<file path="config.mk">
export PLATFORM = sky130hd
export DESIGN_NAME = button_conditioner
export DESIGN_NICKNAME = d
export VERILOG_FILES = /design/src/rtl/button_pkg.sv /design/src/rtl/sync_chain.sv /design/src/rtl/button_conditioner.sv
export SDC_FILE = /design/constraint.sdc
export NUM_CORES = 1
export LEC_CHECK = 0
export CORE_ASPECT_RATIO = 1.1
export CORE_MARGIN = 5
export CORE_UTILIZATION = 48
export DETAILED_ROUTE_END_ITERATION = 8
export PLACE_DENSITY = 0.7
export SLEW_MARGIN = 20
export SYNTH_ARGS = -nofsm -noshare
export SYNTH_HDL_FRONTEND = slang
export SYNTH_SLANG_ARGS = --single-unit
</file>
<file path="constraint.sdc">
create_clock -name clk -period 1.85 [get_ports clk]
set_input_delay 0.2775 -clock clk [delete_from_list [all_inputs] [get_ports clk]]
set_output_delay 0.2775 -clock clk [all_outputs]
set_load 0.01 [all_outputs]
</file>
<file path="src/rtl/button_pkg.sv">
// Shared types and sizing helpers for the button conditioning front end.
package button_pkg;

  typedef enum logic [2:0] {
    RELEASED,
    PRESS_DEBOUNCE,
    HELD,
    LONG_HELD,
    RELEASE_DEBOUNCE
  } btn_state_t;

  function automatic int db_cnt_width(input int debounce_cycles);
    return $clog2(debounce_cycles + 1);
  endfunction

  function automatic int hold_cnt_width(input int long_press_cycles);
    return $clog2(long_press_cycles + 1);
  endfunction

endpackage

</file>
<file path="src/rtl/sync_chain.sv">
// N-stage flop synchroniser for an asynchronous single-bit input.
module sync_chain #(
  parameter int STAGES = 2
) (
  input  logic clk,
  input  logic rst_n,
  input  logic d,
  output logic q
);

  logic [STAGES-1:0] stages;

  always_ff @(posedge clk or negedge rst_n) begin
    if (!rst_n) begin
      stages <= '0;
    end else begin
      stages <= {stages[STAGES-2:0], d};
    end
  end

  assign q = stages[STAGES-1];

endmodule

</file>
<file path="src/rtl/button_conditioner.sv">
// Synchronises and debounces a raw button pin; emits a clean level plus
// single-cycle press, release and long-press strobes.
module button_conditioner
  import button_pkg::*;
#(
  parameter int SYNC_STAGES       = 2,
  parameter int DEBOUNCE_CYCLES   = 4,
  parameter int LONG_PRESS_CYCLES = 16
) (
  input  logic clk,
  input  logic reset,
  input  logic button,
  output logic pressed,
  output logic press_pulse,
  output logic release_pulse,
  output logic long_press_pulse
);

  localparam int DW = db_cnt_width(DEBOUNCE_CYCLES);
  localparam int HW = hold_cnt_width(LONG_PRESS_CYCLES);
  localparam logic [DW-1:0] DB_MAX   = DW'(DEBOUNCE_CYCLES);
  localparam logic [HW-1:0] HOLD_MAX = HW'(LONG_PRESS_CYCLES);
  localparam bit DB_ONE = (DEBOUNCE_CYCLES == 1);

  if (SYNC_STAGES < 2 || SYNC_STAGES > 4) begin : g_bad_sync
    $error("button_conditioner: SYNC_STAGES must be 2..4");
  end
  if (DEBOUNCE_CYCLES < 1 || LONG_PRESS_CYCLES <= DEBOUNCE_CYCLES) begin : g_bad_counts
    $error("button_conditioner: need 1 <= DEBOUNCE_CYCLES < LONG_PRESS_CYCLES");
  end

  logic          sync_out;
  btn_state_t    state;
  logic [DW-1:0] db_cnt;
  logic [HW-1:0] hold_cnt;
  logic          from_long;
  logic [DW-1:0] db_inc;
  logic [HW-1:0] hold_inc;

  sync_chain #(.STAGES(SYNC_STAGES)) u_sync (
    .clk   (clk),
    .rst_n (reset),
    .d     (button),
    .q     (sync_out)
  );

  // Counters saturate; a level is accepted on the cycle the stable-sample
  // count reaches its threshold, so latency is SYNC_STAGES+DEBOUNCE_CYCLES.
  assign db_inc   = (db_cnt == DB_MAX)     ? DB_MAX   : db_cnt + DW'(1);
  assign hold_inc = (hold_cnt == HOLD_MAX) ? HOLD_MAX : hold_cnt + HW'(1);

  // NOTE: asynchronous reset clears every state flop; all sequential updates
  // use <= so later assignments in the same cycle override the strobe defaults.
  always_ff @(posedge clk or negedge reset) begin
    if (!reset) begin
      state            <= RELEASED;
      db_cnt           <= '0;
      hold_cnt         <= '0;
      from_long        <= 1'b0;
      pressed          <= 1'b0;
      press_pulse      <= 1'b0;
      release_pulse    <= 1'b0;
      long_press_pulse <= 1'b0;
    end else begin
      press_pulse      <= 1'b0;
      release_pulse    <= 1'b0;
      long_press_pulse <= 1'b0;

      case (state)
        RELEASED: begin
          if (sync_out) begin
            if (DB_ONE) begin
              state       <= HELD;
              pressed     <= 1'b1;
              press_pulse <= 1'b1;
              hold_cnt    <= HW'(1);
              db_cnt      <= '0;
            end else begin
              state  <= PRESS_DEBOUNCE;
              db_cnt <= DW'(1);
            end
          end
        end

        PRESS_DEBOUNCE: begin
          if (!sync_out) begin
            state  <= RELEASED;
            db_cnt <= '0;
          end else if (db_inc == DB_MAX) begin
            state       <= HELD;
            pressed     <= 1'b1;
            press_pulse <= 1'b1;
            hold_cnt    <= HW'(1);
            db_cnt      <= '0;
          end else begin
            db_cnt <= db_inc;
          end
        end

        HELD: begin
          hold_cnt <= hold_inc;
          if (hold_inc == HOLD_MAX) begin
            // Long-press wins a tie with a falling input; release still debounces.
            long_press_pulse <= 1'b1;
            from_long        <= 1'b1;
            state            <= sync_out ? LONG_HELD : RELEASE_DEBOUNCE;
            if (!sync_out) db_cnt <= DW'(1);
          end else if (!sync_out) begin
            from_long <= 1'b0;
            if (DB_ONE) begin
              state         <= RELEASED;
              pressed       <= 1'b0;
              release_pulse <= 1'b1;
            end else begin
              state  <= RELEASE_DEBOUNCE;
              db_cnt <= DW'(1);
            end
          end
        end

        LONG_HELD: begin
          if (!sync_out) begin
            from_long <= 1'b1;
            if (DB_ONE) begin
              state         <= RELEASED;
              pressed       <= 1'b0;
              release_pulse <= 1'b1;
            end else begin
              state  <= RELEASE_DEBOUNCE;
              db_cnt <= DW'(1);
            end
          end
        end

        RELEASE_DEBOUNCE: begin
          if (sync_out) begin
            state  <= from_long ? LONG_HELD : HELD;
            db_cnt <= '0;
          end else if (db_inc == DB_MAX) begin
            state         <= RELEASED;
            pressed       <= 1'b0;
            release_pulse <= 1'b1;
            db_cnt        <= '0;
          end else begin
            db_cnt <= db_inc;
          end
        end

        default: state <= RELEASED;
      endcase
    end
  end

endmodule

</file>
==> results.sh, run 1 <==
export IMPL_maxSlewViolCount=0
export IMPL_root_buffer="clkbuf_4"
export IMPL_drc_errors=0
export IMPL_htree_num_levels=1
export IMPL_syn_area_per_cell_um2=9.03
export IMPL_finalSetupViolCount=0
export IMPL_crit_buf_inv=0
export IMPL_cap_violations=0
export IMPL_fin_skew_ns=0.00827
export IMPL_dr_total_vias=882
export IMPL_cp_cell_sequence="ha_2 -> xor2_1 -> a22o_1 -> a211o_1 -> a21oi_2 -> mux2i_1"
export IMPL_grt_overflow=0
export IMPL_synth_cell_types=37
export IMPL_critPathMaxFanout=5
export IMPL_syn2layout_area_growth_pct=17.3
export IMPL_via_per_inst=5.76
export IMPL_fin_crit_ns=1.79
export IMPL_dr_pass1_iters=4
export IMPL_cts_made_buffers=3
export IMPL_critical_path_max_stage_delay_ns=0.45
export IMPL_cellLeakagePower_nw=0.526
export IMPL_yosys_warnings=0
export IMPL_crit_required_ns=2.06
export IMPL_finalCritPeriodShare_pct=96.9
export IMPL_ys_ff_latch=18
export IMPL_yosysTopAreaCell="dfrtp_1"
export IMPL_worstSkewPairLatency_ns=0.29
export IMPL_grt_max_degree=19
export IMPL_cp_slowest_cell="dfrtp_1"
export IMPL_rrSetupSlack_ns=0.06
export IMPL_outcome="complete, no violations"
export IMPL_hold_violations=0
export IMPL_critPathLaunchType="register"
export IMPL_syn_area_um2=1050
export IMPL_setup_tns_ns=0
export IMPL_min_path_type="input pin to asynchronous set/reset pin"
export IMPL_fp_dieH_um=59.0
export IMPL_critPathKind="register to register"
export IMPL_clockBufferDepth=2
export IMPL_final_antenna_net_count=0
export IMPL_ir_drop_mv=0.764
export IMPL_layout_setup_ws_ns=0.0574
export IMPL_critical_path_arrival_ns=2.01
export IMPL_drt_wl_total_mm=2.17
export IMPL_port_buffers=6
export IMPL_netlist_instances=116
export IMPL_fin_nets=134
export IMPL_critPathTopFamily="compound AO/OA/AOI/OAI gates"
export IMPL_wl_per_cell_um=14.2
export IMPL_drive_above_1_share_pct=16.0
export IMPL_drt_iter0_markers=24
export IMPL_core_um2=2040
export IMPL_synth_top_area_share_pct=43.0
export IMPL_slew_headroom_pct=78.4
export IMPL_ys_seq_area_share_pct=43.0
export IMPL_cts_sinks=18
export IMPL_rows=17
export IMPL_track_usage_pct=15.4
export IMPL_antenna_found_initial=0
export IMPL_dieWidth_um=54.5
export IMPL_hold_buffers=0
export IMPL_start_util_pct=51.3
export IMPL_synth_nets=123
export IMPL_synthTopCellsByArea="dfrtp_1, a21oi_1, ha_1"
export IMPL_cts_tree="done"
export IMPL_tightest_slew_ns=0.324
export IMPL_clkTransAtPathRegs_ns=0.10
export IMPL_diodes=0
export IMPL_grt_pass1_vias=822
export IMPL_dp_hpwl_mm=1.51
export IMPL_p_per_area_nw_per_um2=1210
export IMPL_grt_pass1_wl_mm=3.66
export IMPL_fmax_mhz=558
export IMPL_fp_dieArea_um2=3220
export IMPL_endpoint_kind="register"
export IMPL_gp_congestion=0.865
export IMPL_io_pins=7
export IMPL_dp_slack_ns=-0.0293
## sequential cells by signal, summed over array words and instances (netlist names)
register	count
u_sync.stages	2
db_cnt	3
long_press_pulse	1
from_long	1
release_pulse	1
state	3
hold_cnt	5
pressed	1
press_pulse	1
## metal layers
layer / track usage (%) / part of all wire [%]
met1: 19.9 / 50
met2: 24.4 / 47
met3: 3.78 / 2.8
met5: 0 / 0
met4: 6.05 / 0.64
## path summary, 6_finish.rpt
path,depth (start not counted),to,startpoint
setup / recovery,6,state[0],db_cnt[0]
min in group clk,0,u_sync.stages[1],u_sync.stages[0]
max in group asynchronous,2,hold_cnt[0],reset
hold / removal,2,hold_cnt[3],reset
setup reg to reg,6,state[0],db_cnt[0]
hold reg to reg,0,u_sync.stages[1],u_sync.stages[0]
## Yosys cell counts, drive strengths merged
master  number
or2b         1
clkbuf       4
nand3        4
a222oi       1
xor2         4
ha           4
nand2b       1
o21ai       10
a22oi        1
inv          7
nor2         9
nand2        7
dfrtp       18
a31o         1
and2         1
a211o        2
nor2b        3
mux2i        1
a21oi       11
or3          1
a22o         2
nor4bb       2
or3b         1
a221o        1
a32o         1
a31oi        1
nor3         2
o31a         1
nand4        3
nand3b       2
buf          4
o31ai        2
and3         1
o221ai       1
o21a         1
## power breakdown
group / internal [W] / leakage [nW] / switching, W / total [W]
Clock: 0.0000756 / 0.0138 / 0.000115 / 0.000190
Sequential: 0.000477 / 0.231 / 0.000107 / 0.000584
Combinational: 0.000336 / 0.281 / 0.000375 / 0.000711
## through the flow
stage | std cells | power (W) | area (µm²) | utilization [%] | hold WS, ns
final | 153 | 0.00149 | 1230 | 60.2 | 0.311
after global routing | 153 | 0.00160 | 1230 | 60.2 | 0.323
after CTS | 152 | 0.00138 | 1190 | 58.3 | 0.316
after detailed placement | 149 | 0.00117 | 1160 | 56.8 | 0.344
after global placement | 149 | 0.00116 | 1160 | 56.8 | 0.336
after floorplan | 116 | 0.00101 | 1050 | - | -0.0181
## layout by cell type (no fill, tap or decap), types with 3 or more instances in the layout
cell type / count
clkbuf_4: 3
nand4_1: 3
nand3_1: 4
o21ai_1: 8
buf_4: 8
nor2_1: 9
nand2_1: 7
xor2_1: 4
clkdlybuf4s50_1: 6
inv_1: 6
a21oi_1: 9
dfrtp_1: 17
## final cells by class
type	count	area (µm²)
fillers	197	813
multi-input cells	83	573
flip-flops and latches	18	452
repair buffers	14	120
well taps	28	35.0
inverters	7	26.3
clock buffers	3	22.5
## cell families after synthesis
group	synth area share (%)
buffers and inverters	5.85
XOR/XNOR	3.34
multiplexers	0.956
AO/OA/AOI/OAI	22.6
flip-flops	43.0
adder cells (fa/ha/maj)	4.78
AND/OR/NAND/NOR	19.5
## what timing repair did
item,4_1_cts,5_1_grt
pin swaps,0,1
resized for setup,2,7
buffers inserted,0,1
hold endpoints to repair,0,0
setup endpoints to repair,3,6
(Power assumes the default switching activity.)
==> run 2, diff against run 1 <==
CELL_PAD_IN_SITES_DETAIL_PLACEMENT = 0   (was default)
CELL_PAD_IN_SITES_GLOBAL_PLACEMENT = 1   (was default)
CORE_MARGIN = 2   (was 5)
CORE_UTILIZATION = 39   (was 48)
PLACE_DENSITY = default   (was 0.7)
PLACE_DENSITY_LB_ADDON = 0.1   (was default)
RECOVER_POWER = 25   (was default)
==> run 2 against run 1 <==
- clock power up 33%
- utilization down 11 points
- fmax up 2.0%
- total power up 3.1%
- sequential share of layout area down 0.52 points
- via count up 0.57%
- final cell count up 3.9%
- critical endpoint unchanged
- largest power group unchanged
==> results.sh, run 2 (synthesis gave the netlist of run 1 again) <==
export IMPL_crit_required_ns=2.07
export IMPL_tightest_slew_ns=0.996
export IMPL_wl_per_cell_um=14.0
export IMPL_cap_violations=0
export IMPL_critPathLaunchType="register"
export IMPL_fp_dieH_um=58.4
export IMPL_core_um2=2520
export IMPL_root_buffer="clkbuf_4"
export IMPL_critPathKind="register to register"
export IMPL_dieWidth_um=53.4
export IMPL_fmax_mhz=569
export IMPL_final_cells=159
export IMPL_grt_max_degree=19
export IMPL_gp_congestion=0.760
export IMPL_maxSlewViolCount=0
export IMPL_fp_dieArea_um2=3120
export IMPL_slew_headroom_pct=33.6
export IMPL_largest_reg_flops=5
export IMPL_cp_slowest_cell="dfrtp_2"
export IMPL_grt_pass1_wl_mm=3.91
export IMPL_cellLeakagePower_nw=0.534
export IMPL_finalCritPeriodShare_pct=95.0
export IMPL_final_core_util_pct=49.5
export IMPL_final_antenna_net_count=0
export IMPL_critical_path_arrival_ns=1.98
export IMPL_top_register="hold_cnt"
export IMPL_route_met2_wl_mm=1.12
export IMPL_layout_common_cells="dfrtp_1, nor2_1, a21oi_1, buf_4, o21ai_1"
export IMPL_start_util_pct=41.6
export IMPL_cts_made_buffers=3
export IMPL_reg_top3="hold_cnt x5, db_cnt x3, state x3"
export IMPL_final_common_cell="dfrtp_1"
export IMPL_drt_iter0_markers=31
export IMPL_dr_pass1_iters=5
export IMPL_dp_cells=154
export IMPL_outcome="complete, no violations"
export IMPL_wl_met1_mm=1.04
export IMPL_fin_skew_ns=0.00376
export IMPL_hold_violations=0
export IMPL_topRoutingLayerUsed="met4"
export IMPL_port_buffers=6
export IMPL_cp_cell_sequence="ha_2 -> xor2_1 -> a22o_1 -> a211o_1 -> a21oi_2 -> mux2i_1"
export IMPL_ir_drop_mv=0.626
export IMPL_drc_errors=0
export IMPL_hold_buffers=0
export IMPL_p_per_area_nw_per_um2=1230
export IMPL_rows=19
export IMPL_endpoint_kind="register"
export IMPL_power_total_w=0.00153
export IMPL_track_usage_pct=17.3
export IMPL_dr_total_vias=887
export IMPL_cts_tree="done"
export IMPL_fin_nets=136
export IMPL_via_per_inst=5.58
export IMPL_min_path_type="register to register"
export IMPL_cts_sinks=18
export IMPL_critical_path_max_stage_delay_ns=0.46
export IMPL_critPathMaxFanout=5
export IMPL_drt_wl_total_mm=2.23
export IMPL_clkTransAtPathRegs_ns=0.11
export IMPL_drive_above_1_share_pct=16.4
export IMPL_grt_pass1_vias=849
export IMPL_worstSkewPairLatency_ns=0.30
export IMPL_route_met3_wl_um=59
export IMPL_syn2layout_area_growth_pct=19.0
export IMPL_rsz0062_at_grt="false"
export IMPL_grt_overflow=0
export IMPL_fin_crit_ns=1.76
export IMPL_worst_hold_slack_ns=0.366
export IMPL_diodes=0
export IMPL_htree_num_levels=1
export IMPL_antenna_found_initial=0
export IMPL_finalSetupViolCount=0
export IMPL_io_pins=7
export IMPL_fillers=247
export IMPL_clockBufferDepth=2
export IMPL_dp_hpwl_mm=1.63
[run 2: layout make-up]
cell class / instances / area, µm² / area share [%]
multi-input combinational: 83 / 562 / 45.1
inverter: 7 / 26.3 / 2.11
tap: 31 / 38.8 / 3.11
sequential: 18 / 452 / 36.2
clock buffer: 4 / 36.3 / 2.91
timing repair buffer: 16 / 131 / 10.5
[run 2: metrics by stage]
stage          instance area, µm²  TNS (ns)  worst slack [ns]
6_report                     1250         0            0.0918
4_1_cts                      1220         0            0.0339
5_1_grt                      1250         0            0.0175
2_1_floorplan                1050         0             0.141
3_5_place_dp                 1180   -0.0111           -0.0111
3_3_place_gp                 1180         0            0.0299
[run 2: power by group]
group / switching (W) / internal, W
clock network: 0.000134 / 0.000120
logic: 0.000383 / 0.000326
registers: 0.0000905 / 0.000477
[run 2: critical path, delay by kind of cell, from the launching register on]
kind / cells / cell delay (ns)
AOI/OAI and AO/OA: 3 / 0.67
adders and majority gates: 1 / 0.20
xor gates and xnor gates: 1 / 0.16
muxes: 1 / 0.20
DFF: 1 / 0.46
[run 2: routing by layer]
| layer | up-vias | track usage, % |
|---|---|---|
| li1 | 443 | - |
| met1 | 429 | 22.7 |
| met4 | 0 | 6.59 |
| met3 | 2 | 3.05 |
| met2 | 13 | 28.2 |
| met5 | - | 0 |
[run 2: path summary, 6_finish.rpt]
| path | startpoint | to | slack (ns) | cells after the start |
|---|---|---|---|---|
| max in group asynchronous | reset | db_cnt[0] | 0.54 | 2 |
| min in group asynchronous | reset | db_cnt[2] | 0.64 | 2 |
| max | db_cnt[0] | state[0] | 0.09 | 6 |
| min reg2reg | u_sync.stages[0] | u_sync.stages[1] | 0.37 | 0 |
| max reg2reg | db_cnt[0] | state[0] | 0.09 | 6 |
| min | u_sync.stages[0] | u_sync.stages[1] | 0.37 | 0 |
[run 2: repair_timing]
action / in CTS / in global routing
endpoints found under the setup margin: 2 / 7
pin swaps: 0 / 2
setup buffers: 0 / 1
gates resized for setup: 1 / 6
==> run 3, diff against run 2 <==
CTS_CLUSTER_SIZE = 20   (was default)
GPL_ROUTABILITY_DRIVEN = 0   (was default)
==> results of run 3 <==
No change in the layout: final DEF, timing and power equal those of run 2.
